<file path="src/rtl/fir_coef_loader_if.sv">
// Host-side control bus of fir_coef_loader: coefficient buffer writes, start strobe and status.
interface fir_coef_loader_if #(
    parameter int W = 16
);
    logic         wr_en;
    logic [4:0]   wr_addr;
    logic [W-1:0] wr_data;
    logic         start;
    logic         busy;
    logic         done;
    logic         error;

    modport master (
        output wr_en, wr_addr, wr_data, start,
        input  busy, done, error
    );

    modport slave (
        input  wr_en, wr_addr, wr_data, start,
        output busy, done, error
    );
endinterface

</file>
<file path="src/rtl/fir_coef_loader.sv">
// Shifts a host-written coefficient buffer into the FIR coefficient chain over coef_in/clk_coef,
// then reads taps 0..VERIFY_N-1 back through sw/coef_current and flags any mismatch.
module fir_coef_loader #(
    parameter int NTAPS    = 21,
    parameter int W        = 16,
    parameter int HALF     = 2,
    parameter int VERIFY_N = 16
) (
    input  logic             clk,
    input  logic             reset,
    fir_coef_loader_if.slave host,
    output logic [W-1:0]     coef_out,
    output logic             coef_clk,
    output logic [3:0]       sw,
    input  logic [W-1:0]     coef_current
);
    localparam int            PW      = (2 * HALF > 1) ? $clog2(2 * HALF) : 1;
    localparam logic [PW-1:0] P_HIGH  = PW'(HALF);
    localparam logic [PW-1:0] P_LAST  = PW'(2 * HALF - 1);
    localparam logic [4:0]    K_FIRST = 5'(NTAPS - 1);
    localparam logic [3:0]    I_LAST  = 4'(VERIFY_N - 1);

    typedef enum logic [1:0] {IDLE, SHIFT, VERIFY, DONE} state_t;

    state_t          state;
    state_t          state_nxt;
    logic [W-1:0]    coef_buf [NTAPS];
    logic [4:0]      k;
    logic [PW-1:0]   p;
    logic [PW-1:0]   p_inc;
    logic [3:0]      i;
    logic            vb;
    logic            shift_last;
    logic            verify_last;

    assign p_inc       = p + PW'(1);
    assign shift_last  = (k == 5'd0) && (p == P_LAST);
    assign verify_last = vb && (i == I_LAST);

    // NOTE: the buffer is plain storage with no reset; a reset would turn it into a wide flop bank.
    always_ff @(posedge clk) begin
        if (host.wr_en && (state == IDLE) && (int'(host.wr_addr) < NTAPS))
            coef_buf[host.wr_addr] <= host.wr_data;
    end

    // NOTE: sequential state uses non-blocking assignments so every flop samples pre-edge values.
    always_ff @(posedge clk) begin
        if (reset)
            state <= IDLE;
        else
            state <= state_nxt;
    end

    // NOTE: next state defaults to the current state so no path leaves it unassigned (no latch).
    always_comb begin
        state_nxt = state;
        case (state)
            IDLE:    if (host.start) state_nxt = SHIFT;
            SHIFT:   if (shift_last) state_nxt = VERIFY;
            VERIFY:  if (verify_last) state_nxt = DONE;
            DONE:    state_nxt = IDLE;
            default: state_nxt = IDLE;
        endcase
    end

    always_comb begin
        host.busy = (state == SHIFT) || (state == VERIFY);
        host.done = (state == DONE);
    end

    // Counters and FIR-facing outputs are registered one cycle ahead, so coef_clk is glitch-free
    // and coef_out is already settled during the p=0 cycle of each tap.
    always_ff @(posedge clk) begin
        if (reset) begin
            k          <= '0;
            p          <= '0;
            i          <= '0;
            vb         <= 1'b0;
            coef_out   <= '0;
            coef_clk   <= 1'b0;
            sw         <= '0;
            host.error <= 1'b0;
        end else begin
            case (state)
                IDLE: begin
                    if (host.start) begin
                        k          <= K_FIRST;
                        p          <= '0;
                        coef_out   <= coef_buf[K_FIRST];
                        coef_clk   <= 1'b0;
                        host.error <= 1'b0;
                    end
                end
                SHIFT: begin
                    if (p == P_LAST) begin
                        p        <= '0;
                        coef_clk <= 1'b0;
                        if (k != 5'd0) begin
                            k        <= k - 5'd1;
                            coef_out <= coef_buf[k - 5'd1];
                        end else begin
                            i  <= '0;
                            vb <= 1'b0;
                        end
                    end else begin
                        p        <= p_inc;
                        coef_clk <= (p_inc >= P_HIGH);
                    end
                end
                VERIFY: begin
                    // vb=0: present the tap select; vb=1: the FIR readback has had a cycle to settle.
                    if (!vb) begin
                        sw <= i;
                        vb <= 1'b1;
                    end else begin
                        if (coef_current != coef_buf[{1'b0, i}])
                            host.error <= 1'b1;
                        vb <= 1'b0;
                        i  <= i + 4'd1;
                    end
                end
                default: ;
            endcase
        end
    end
endmodule

</file>
<file path="src/flat_wrapper.sv">
// flat-port wrapper written by rule: the top's interface ports become plain ports
module fir_coef_loader_flat 
#(
    parameter int NTAPS    = 21,
    parameter int W        = 16,
    parameter int HALF     = 2,
    parameter int VERIFY_N = 16
)
  (clk, reset, coef_out, coef_clk, sw, coef_current, host_wr_en, host_wr_addr, host_wr_data, host_start, host_busy, host_done, host_error);
  fir_coef_loader_if #(.W(W)) host_i ();
  input  logic clk;
  input  logic reset;
  output logic [W-1:0] coef_out;
  output logic coef_clk;
  output logic [3:0] sw;
  input  logic [W-1:0] coef_current;
  input wire logic [$bits(host_i.wr_en)-1:0] host_wr_en;
  input wire logic [$bits(host_i.wr_addr)-1:0] host_wr_addr;
  input wire logic [$bits(host_i.wr_data)-1:0] host_wr_data;
  input wire logic [$bits(host_i.start)-1:0] host_start;
  output wire logic [$bits(host_i.busy)-1:0] host_busy;
  output wire logic [$bits(host_i.done)-1:0] host_done;
  output wire logic [$bits(host_i.error)-1:0] host_error;
  assign host_i.wr_en = host_wr_en;
  assign host_i.wr_addr = host_wr_addr;
  assign host_i.wr_data = host_wr_data;
  assign host_i.start = host_start;
  assign host_busy = host_i.busy;
  assign host_done = host_i.done;
  assign host_error = host_i.error;
  fir_coef_loader #(.NTAPS(NTAPS), .W(W), .HALF(HALF), .VERIFY_N(VERIFY_N)) u_core (.clk(clk), .reset(reset), .host(host_i), .coef_out(coef_out), .coef_clk(coef_clk), .sw(sw), .coef_current(coef_current));
endmodule
</file>
<file path="config.mk">
export PLATFORM = sky130hd
export DESIGN_NAME = fir_coef_loader_flat
export DESIGN_NICKNAME = d
export VERILOG_FILES = /design/src/rtl/fir_coef_loader_if.sv /design/src/rtl/fir_coef_loader.sv /design/src/flat_wrapper.sv
export SDC_FILE = /design/constraint.sdc
export NUM_CORES = 1
export LEC_CHECK = 0
export CORE_AREA = 3 3 265 267
export CTS_BUF_LIST = sky130_fd_sc_hd__clkbuf_8
export DETAILED_ROUTE_END_ITERATION = 16
export DIE_AREA = 0 0 268 270
export GPL_TIMING_DRIVEN = 0
export HOLD_SLACK_MARGIN = 0.06
export PLACE_DENSITY = 0.42
export SLEW_MARGIN = 30
export SYNTH_ARGS = -nofsm -noshare
export SYNTH_HDL_FRONTEND = slang
export SYNTH_SLANG_ARGS = --single-unit
</file>
<file path="constraint.sdc">
create_clock -name clk -period 8.6 [get_ports clk]
set_clock_uncertainty 0.1 [all_clocks]
set_input_delay 1.29 -clock clk [delete_from_list [all_inputs] [get_ports clk]]
set_output_delay 1.29 -clock clk [all_outputs]
set_load 0.05 [all_outputs]
</file>
==> impl_results.md, run 1 <==
- Hold Buf Count CTS: 0
- Clock-pin slew on the worst setup and hold paths: 0.05 ns
- RSZ-0062 raised after global routing: no
- Vias in the first global route: 10461
- Flop pwr share: 0.451
- Synthesized flop and latch total: 375
- CTS tree: done
- R2R setup slack: 3.62 ns
- Post-synth EDFFs: 336
- Post-synth net total: 978
- Static leakage: 6.28 nW
- Non-Filler Instances: 2021
- # setup viols final: 0
- Worst reg-to-reg path cell count: 13
- Layout cell share with drive strength beyond 1: 0.286
- DP Wirelength: 40500 µm
- Register area: 10900 µm²
- Hold worst-path end: u_core.coef_out[8]
- Syn. warnings: 0
- Seq/Total Area, Yosys: 0.640
- Detailed-route wire length: 57100 µm
- DP Cell Count: 1896
- RD Place Congestion: 0.786
- Total grt overflow: 0
- Global-route wire length before repair: 80500 µm
- Cell variety after synth: 45
- Iteration-0 DRC count of the detailed router: 927
- Crit Path Max Fanout: 10
- Syn_area_per_cell: 18.3 µm²
- Synth Instances: 929
- Slowest cell delay on critical path: 0.76 ns
- Area delta synth->final: 21.6%
- Antenna-violating nets left: 0
- Outcome: complete, no violations
- Worst vdd ir: 0.0000819 V
- Max-Cap Viols: 0
- Sw power: 1.41 mW
- Drt first pass iters: 5
- Startpoint types: flop
- Final worst path period need: 4.98 ns
- Die W: 268 µm
- Crit-path slowest cell: clkbuf_1
- CP arrival: 5.35 ns
- Commonest non-fill, non-tap cell in the layout: edfxtp_1
- Num CTS Buffers: 70
- Worst Tran Pin Value: 1.03 ns
- Crit Path Class: reg -> reg
- Row count: 96
- Clock power frac: 0.353
- CP bufs+invs: 7
- Final Hold Viols: 0
- Post-synthesis cell area: 17000 µm²
- Most frequent cells in the layout: edfxtp_1, mux4_2, clkbuf_8
- Nets: 1135
- Crit-path most repeated cell: buf_2
- Pins Over Slew Limit: 0
- Highest clock rate: 201 MHz
- Worst endpoint required time: 8.97 ns
- Hold Path Depth: 2
- Core area: 68300 µm²
- DR WL/cell: 28.3 µm
- DP Worst Slack: 3.54 ns
- Largest net degree at the start of global routing: 22
- Period utilization: 0.580
- Min-Delay Path Class: reg -> reg
- # resized after CTS: 0
- Setup TNS: 0 ns
- Combinational power share: 0.196
- Clock latency on the worst-skew pair: 0.64 ns
- Number of vias per cell: 4.93
- Pwr Density: 223 nW/µm²
- Die height: 270 µm
- DRC Markers: 0
- Root buffer cell: clkbuf_8
- Setup bufs post-CTS: 0
- Clk sinks: 375
- Ys async rst share: 0
- I/O Buffers: 63
- Critical path, cell by cell: buf_2 -> buf_2 -> buf_2 -> inv_1 -> ha_1 -> clkbuf_1 -> buf_2 -> clkbuf_1 -> mux4_2 -> nand3_1 -> nand3_1 -> o211ai_1 -> a21oi_1
- GRT Util Overall: 0.159
- Die area: 72400 µm²
- Top FF cell, synth: edfxtp_1
- CP endpoint kind: flop
- Vias: 9955
- Worst flop-to-flop path startpoint: u_core.k[0]
- Number of fill cells in the layout: 6652
- Slew Limit Headroom: 0.316
- Worst hold start: u_core.coef_out[8]
- Starting Density: 0.248
- Multi-input gate area: 5930 µm²
- Worst-case clock buffer depth: 3
- Internal Power: 3.21 mW
- Top cell family by delay on the critical path: buffers and inverters
- Reg2reg end: u_core.coef_out[1]
- Final worst slack: 3.62 ns
- Post-layout util: 0.302
- I/O Pins: 65
- Switching part of the total power: 0.305
- Initial antenna violation count: 1
- CTS H-tree lvls: 3
per-layer routing:
| layer | track usage | routed length (µm) | share of wire | vias to the layer above |
|---|---|---|---|---|
| met5 | 0 | 0 | 0 | - |
| met4 | 0.0565 | 1990 | 0.035 | 0 |
| met3 | 0.0325 | 3090 | 0.054 | 106 |
| met2 | 0.259 | 27400 | 0.48 | 354 |
| met1 | 0.212 | 24600 | 0.43 | 5309 |
| li1 | - | - | - | 4186 |
state kept, by name, indices dropped and copies added (netlist names), named ones only:
register and count:
u_core.k 5, u_core.p 1, u_core.coef_clk 1, u_core.coef_buf 336
u_core.state 2, u_core.i 4, u_core.sw 4, u_core.host.error 1
u_core.coef_out 16, u_core.vb 1
how the worst max path moves through the flow:
stage                     cells past startpoint             from               endpoint
after CTS                                    13      u_core.k[0]     u_core.coef_out[1]
after floorplan                              10      u_core.k[0]    u_core.coef_out[10]
after detailed placement                     13      u_core.k[0]     u_core.coef_out[1]
after global placement                        5  host_wr_addr[3]  u_core.coef_buf[2][4]
after global routing                         13      u_core.k[0]    u_core.coef_out[14]
final                                        13      u_core.k[0]     u_core.coef_out[1]
cell families after synthesis:
| kind of cell | count (synthesis) | synth area share |
|---|---|---|
| AO/OA/AOI/OAI | 70 | 0.0260 |
| XOR/XNOR | 28 | 0.0144 |
| adder cells (fa/ha/maj) | 8 | 0.00589 |
| buffers and inverters | 65 | 0.0205 |
| flip-flops | 375 | 0.640 |
| multiplexers | 198 | 0.242 |
| AND/OR/NAND/NOR | 185 | 0.0512 |
worst reg2reg max path: cells and delay by family, from the launching register on:
kind            cells  cell delay, ns
compound gates      2            0.28
fa+ha+maj           1            0.31
buf+inv             7            3.23
flops               1            0.30
mux                 1            0.43
simple gates        2            0.19
power by group through the flow:
stage	clock network (mW)	logic (mW)	registers, mW
2_1_floorplan	0	0.405	2.23
3_3_place_gp	0	0.891	2.12
3_5_place_dp	0	0.915	2.12
4_1_cts	1.67	0.918	2.08
5_1_grt	1.76	0.960	2.09
6_report	1.63	0.902	2.08
cell usage after synthesis (8+ instances only):
master / count / area share
nand2_1: 57 / 0.013
nor2_1: 47 / 0.010
edfxtp_1: 336 / 0.59
mux4_1: 13 / 0.020
mux2i_1: 31 / 0.018
o211ai_1: 16 / 0.0071
xnor2_1: 21 / 0.011
clkbuf_1: 25 / 0.0055
ha_1: 8 / 0.0059
a21oi_1: 30 / 0.0088
mux4_2: 153 / 0.20
nand3_1: 43 / 0.013
buf_2: 19 / 0.0056
dfxtp_1: 39 / 0.046
through the flow:
step,power [mW],hold WS (ns),cell area (µm²)
after floorplan,2.63,0.369,17000
after global placement,3.01,0.344,18700
after detailed placement,3.03,0.346,19400
after CTS,4.67,0.353,20700
after global routing,4.81,0.377,20700
final,4.61,0.353,20700
area by class of cell:
type,count,area share
Sequential cell,375,0.526
Buffer,60,0.0163
Multi-Input combinational cell,489,0.287
Clock buffer,76,0.0506
Antenna cell,1,0.000121
Inverter,5,0.000908
Timing Repair Buffer,85,0.0529
Clock inverter,48,0.0124
Tap cell,882,0.0534
(Power assumes the default switching activity.)
==> run 2, diff against run 1 <==
Settings changed: PLACE_DENSITY 0.42 to 0.44.
Clock period 8.6 ns to 4.15 ns, I/O delays scaled along.
==> run 2 against run 1 <==
Compared with the run above: utilization shrank 0.095 points; die area unchanged; critical path depth shrank 3; critical endpoint is now u_core.coef_out[12]; worst setup slack lost 3.5 ns; largest cell class unchanged; non-clock buffer count shrank 2; first-iteration DRC count fell by 21%; highest routed layer unchanged; sequential share of layout area is 0.17 points higher; fmax is 25% higher; combinational power increased by 110%; design area shrank 0.32%; final cell count decreased by 0.45%.
==> impl_results.md, run 2 (synthesis gave the netlist of run 1 again) <==
- Total grt overflow: 0 (unchanged)
- Hold Path Depth: 2 (unchanged)
- Commonest non-fill, non-tap cell in the layout: edfxtp_1
- Worst hold start: reset
- Die area: 72400 µm² (unchanged)
- Switching part of the total power: 0.310 (+0.00476)
- Non-Filler Instances: 2012 (-0.45%)
- Hold worst-path end: u_core.k[4]
- Max-Cap Viols: 0 (unchanged)
- Num CTS Buffers: 70 (unchanged)
- Largest Register: u_core.coef_buf
- DRC Markers: 0 (unchanged)
- Combinational power share: 0.202 (+0.006)
- Crit Path Class: reg -> reg
- I/O Buffers: 63 (unchanged)
- Outcome: complete, no violations
- Internal Power: 6.43 mW (+100%)
- DP Worst Slack: -0.955 ns (-4.49 ns)
- Largest net degree at the start of global routing: 22 (unchanged)
- CP bufs+invs: 5 (-2)
- Critical path, cell by cell: buf_2 -> buf_4 -> buf_4 -> inv_1 -> ha_2 -> clkbuf_2 -> mux4_2 -> mux4_2 -> o211ai_1 -> a21oi_1
- Startpoint types: flop
- Layout cell share with drive strength beyond 1: 0.283 (-0.00215)
- Slew Limit Headroom: 0.357 (+0.0406)
- Post-route cell area: 20600 µm² (-0.32%)
- Worst Tran Pin Value: 0.965 ns (-0.0609 ns)
- Clk sinks: 375 (unchanged)
- Top cell family by delay on the critical path: buffers and inverters
- Area delta synth->final: 21.3%
- Most frequent cells in the layout: edfxtp_1, mux4_2, clkbuf_8
- Nets: 1133 (-0.18%)
- RD Place Congestion: 0.790 (+0.52%)
- Sw power: 2.88 mW (+110%)
- CTS tree: done
- Final Hold Viols: 0 (unchanged)
- Slowest cell delay on critical path: 0.56 ns (-0.20 ns)
- Clock-pin slew on the worst setup and hold paths: 0.06 ns (about the same)
- Crit Path Max Fanout: 10 (unchanged)
- Reg2reg end: u_core.coef_out[12]
- I/O Pins: 65 (unchanged)
- Pwr Density: 452 nW/µm² (+100%)
- Top Registers: u_core.coef_buf (336), u_core.coef_out (16), u_core.k (5)
- RSZ-0062 raised after global routing: no
- Pins Over Slew Limit: 0 (unchanged)
- Global-route wire length before repair: 80200 µm (-0.34%)
- CTS H-tree lvls: 3 (unchanged)
- Max reg flops: 336 (unchanged)
- # setup viols final: 0 (unchanged)
- Vias: 9873 (-0.82%)
- Die height: 270 µm (unchanged)
- CP arrival: 4.39 ns (-0.96 ns)
- Clock latency on the worst-skew pair: 0.63 ns (about the same)
- DP Wirelength: 39600 µm (-2.2%)
- Worst reg-to-reg path cell count: 10 (-3)
- Worst flop-to-flop path startpoint: u_core.k[0]
- Setup bufs post-CTS: 0 (unchanged)
- Worst-case clock buffer depth: 3 (unchanged)
- GRT Util Overall: 0.158 (-0.00102)
- Core area: 68300 µm² (unchanged)
- Flop pwr share: 0.463 (+0.012)
- Setup TNS: 0 ns (unchanged)
- Starting Density: 0.248 (unchanged)
- Final worst slack: 0.147 ns (-3.47 ns)
- Die W: 268 µm (unchanged)
- Static leakage: 6.23 nW (-0.82%)
- Period utilization: 0.965 (+0.385)
- R2R setup slack: 0.15 ns (-3.47 ns)
- Worst vdd ir: 0.000159 V (+94%)
- Min-Delay Path Class: in -> reg
- Root buffer cell: clkbuf_8
- Iteration-0 DRC count of the detailed router: 732 (-21%)
- Number of fill cells in the layout: 6649 (-0.045%)
- Vias in the first global route: 10398 (-0.60%)
- Detailed-route wire length: 56700 µm (-0.82%)
- Antenna-violating nets left: 0 (unchanged)
- Number of vias per cell: 4.91 (-0.38%)
- Highest clock rate: 250 MHz (+25%)
- CP endpoint kind: flop
- Clock power frac: 0.335 (-0.018)
- DR WL/cell: 28.2 µm (-0.38%)
- Worst endpoint required time: 4.54 ns (-4.43 ns)
- Drt first pass iters: 5 (unchanged)
- Initial antenna violation count: 1 (unchanged)
- Crit-path slowest cell: mux4_2
- DP Cell Count: 1895 (-0.053%)
- Post-DP Area: 19400 µm² (+0.18%)
- Final worst path period need: 4.00 ns (-0.982 ns)
- Row count: 96 (unchanged)
==> run 2: final cells by class <==
cell class,count,area [µm²],area share
tap,882,1100,0.0536
sequential,375,10900,0.528
buffer,59,353,0.0171
clock buffer,71,977,0.0475
inverter,5,18.8,0.000911
timing repair buffer,84,1130,0.0547
antenna,1,2.50,0.000122
multi-input combinational,489,5950,0.289
clock inverter,46,194,0.00942
==> run 2: power by group through the flow <==
| stage | Sequential [mW] | Combinational, mW | Clock (mW) |
|---|---|---|---|
| floorplan | 4.62 | 0.839 | 0 |
| global placement | 4.38 | 1.85 | 0 |
| detailed placement | 4.39 | 1.91 | 0 |
| CTS | 4.31 | 1.91 | 3.23 |
| global route | 4.33 | 2.01 | 3.41 |
| finish | 4.31 | 1.88 | 3.12 |
==> run 2: timing repair <==
action | in CTS | in global routing
resized for setup | 10 | 1
endpoints found under the setup margin | 17 | 1
endpoints found under the hold margin | 0 | 0
hold buffers | 0 | 0
==> run 2: layer usage <==
| layer | global-route usage | vias to the layer above | routed length, µm |
|---|---|---|---|
| li1 | - | 4181 | - |
| met1 | 0.209 | 5265 | 24300 |
| met2 | 0.263 | 353 | 27900 |
| met3 | 0.0294 | 74 | 3130 |
| met4 | 0.0524 | 0 | 1330 |
| met5 | 0 | - | 0 |
==> run 2: stage by stage <==
stage               hold slack (ns)  utilization  power [mW]
floorplan                     0.369            -        5.46
global placement              0.342        0.274        6.23
detailed placement            0.348        0.284        6.29
CTS                           0.318        0.301        9.45
global route                  0.372        0.301        9.74
finish                        0.350        0.301        9.32
==> run 2: how the worst max path moves through the flow <==
stage / cells past startpoint / from / slack (ns) / endpoint
floorplan: 10 / u_core.k[0] / 0.76 / u_core.coef_out[10]
global placement: 10 / u_core.k[0] / -1.09 / u_core.coef_out[12]
detailed placement: 11 / u_core.k[0] / -0.95 / u_core.coef_out[4]
CTS: 10 / u_core.k[0] / 0.07 / u_core.coef_out[4]
global route: 10 / u_core.k[0] / 0.04 / u_core.coef_out[4]
finish: 10 / u_core.k[0] / 0.15 / u_core.coef_out[12]
==> run 3, diff against run 2 <==
Settings changed: CAP_MARGIN set to 20.
==> results of run 3 <==
Same layout as run 2: the final DEF is identical, and so are final timing and power.
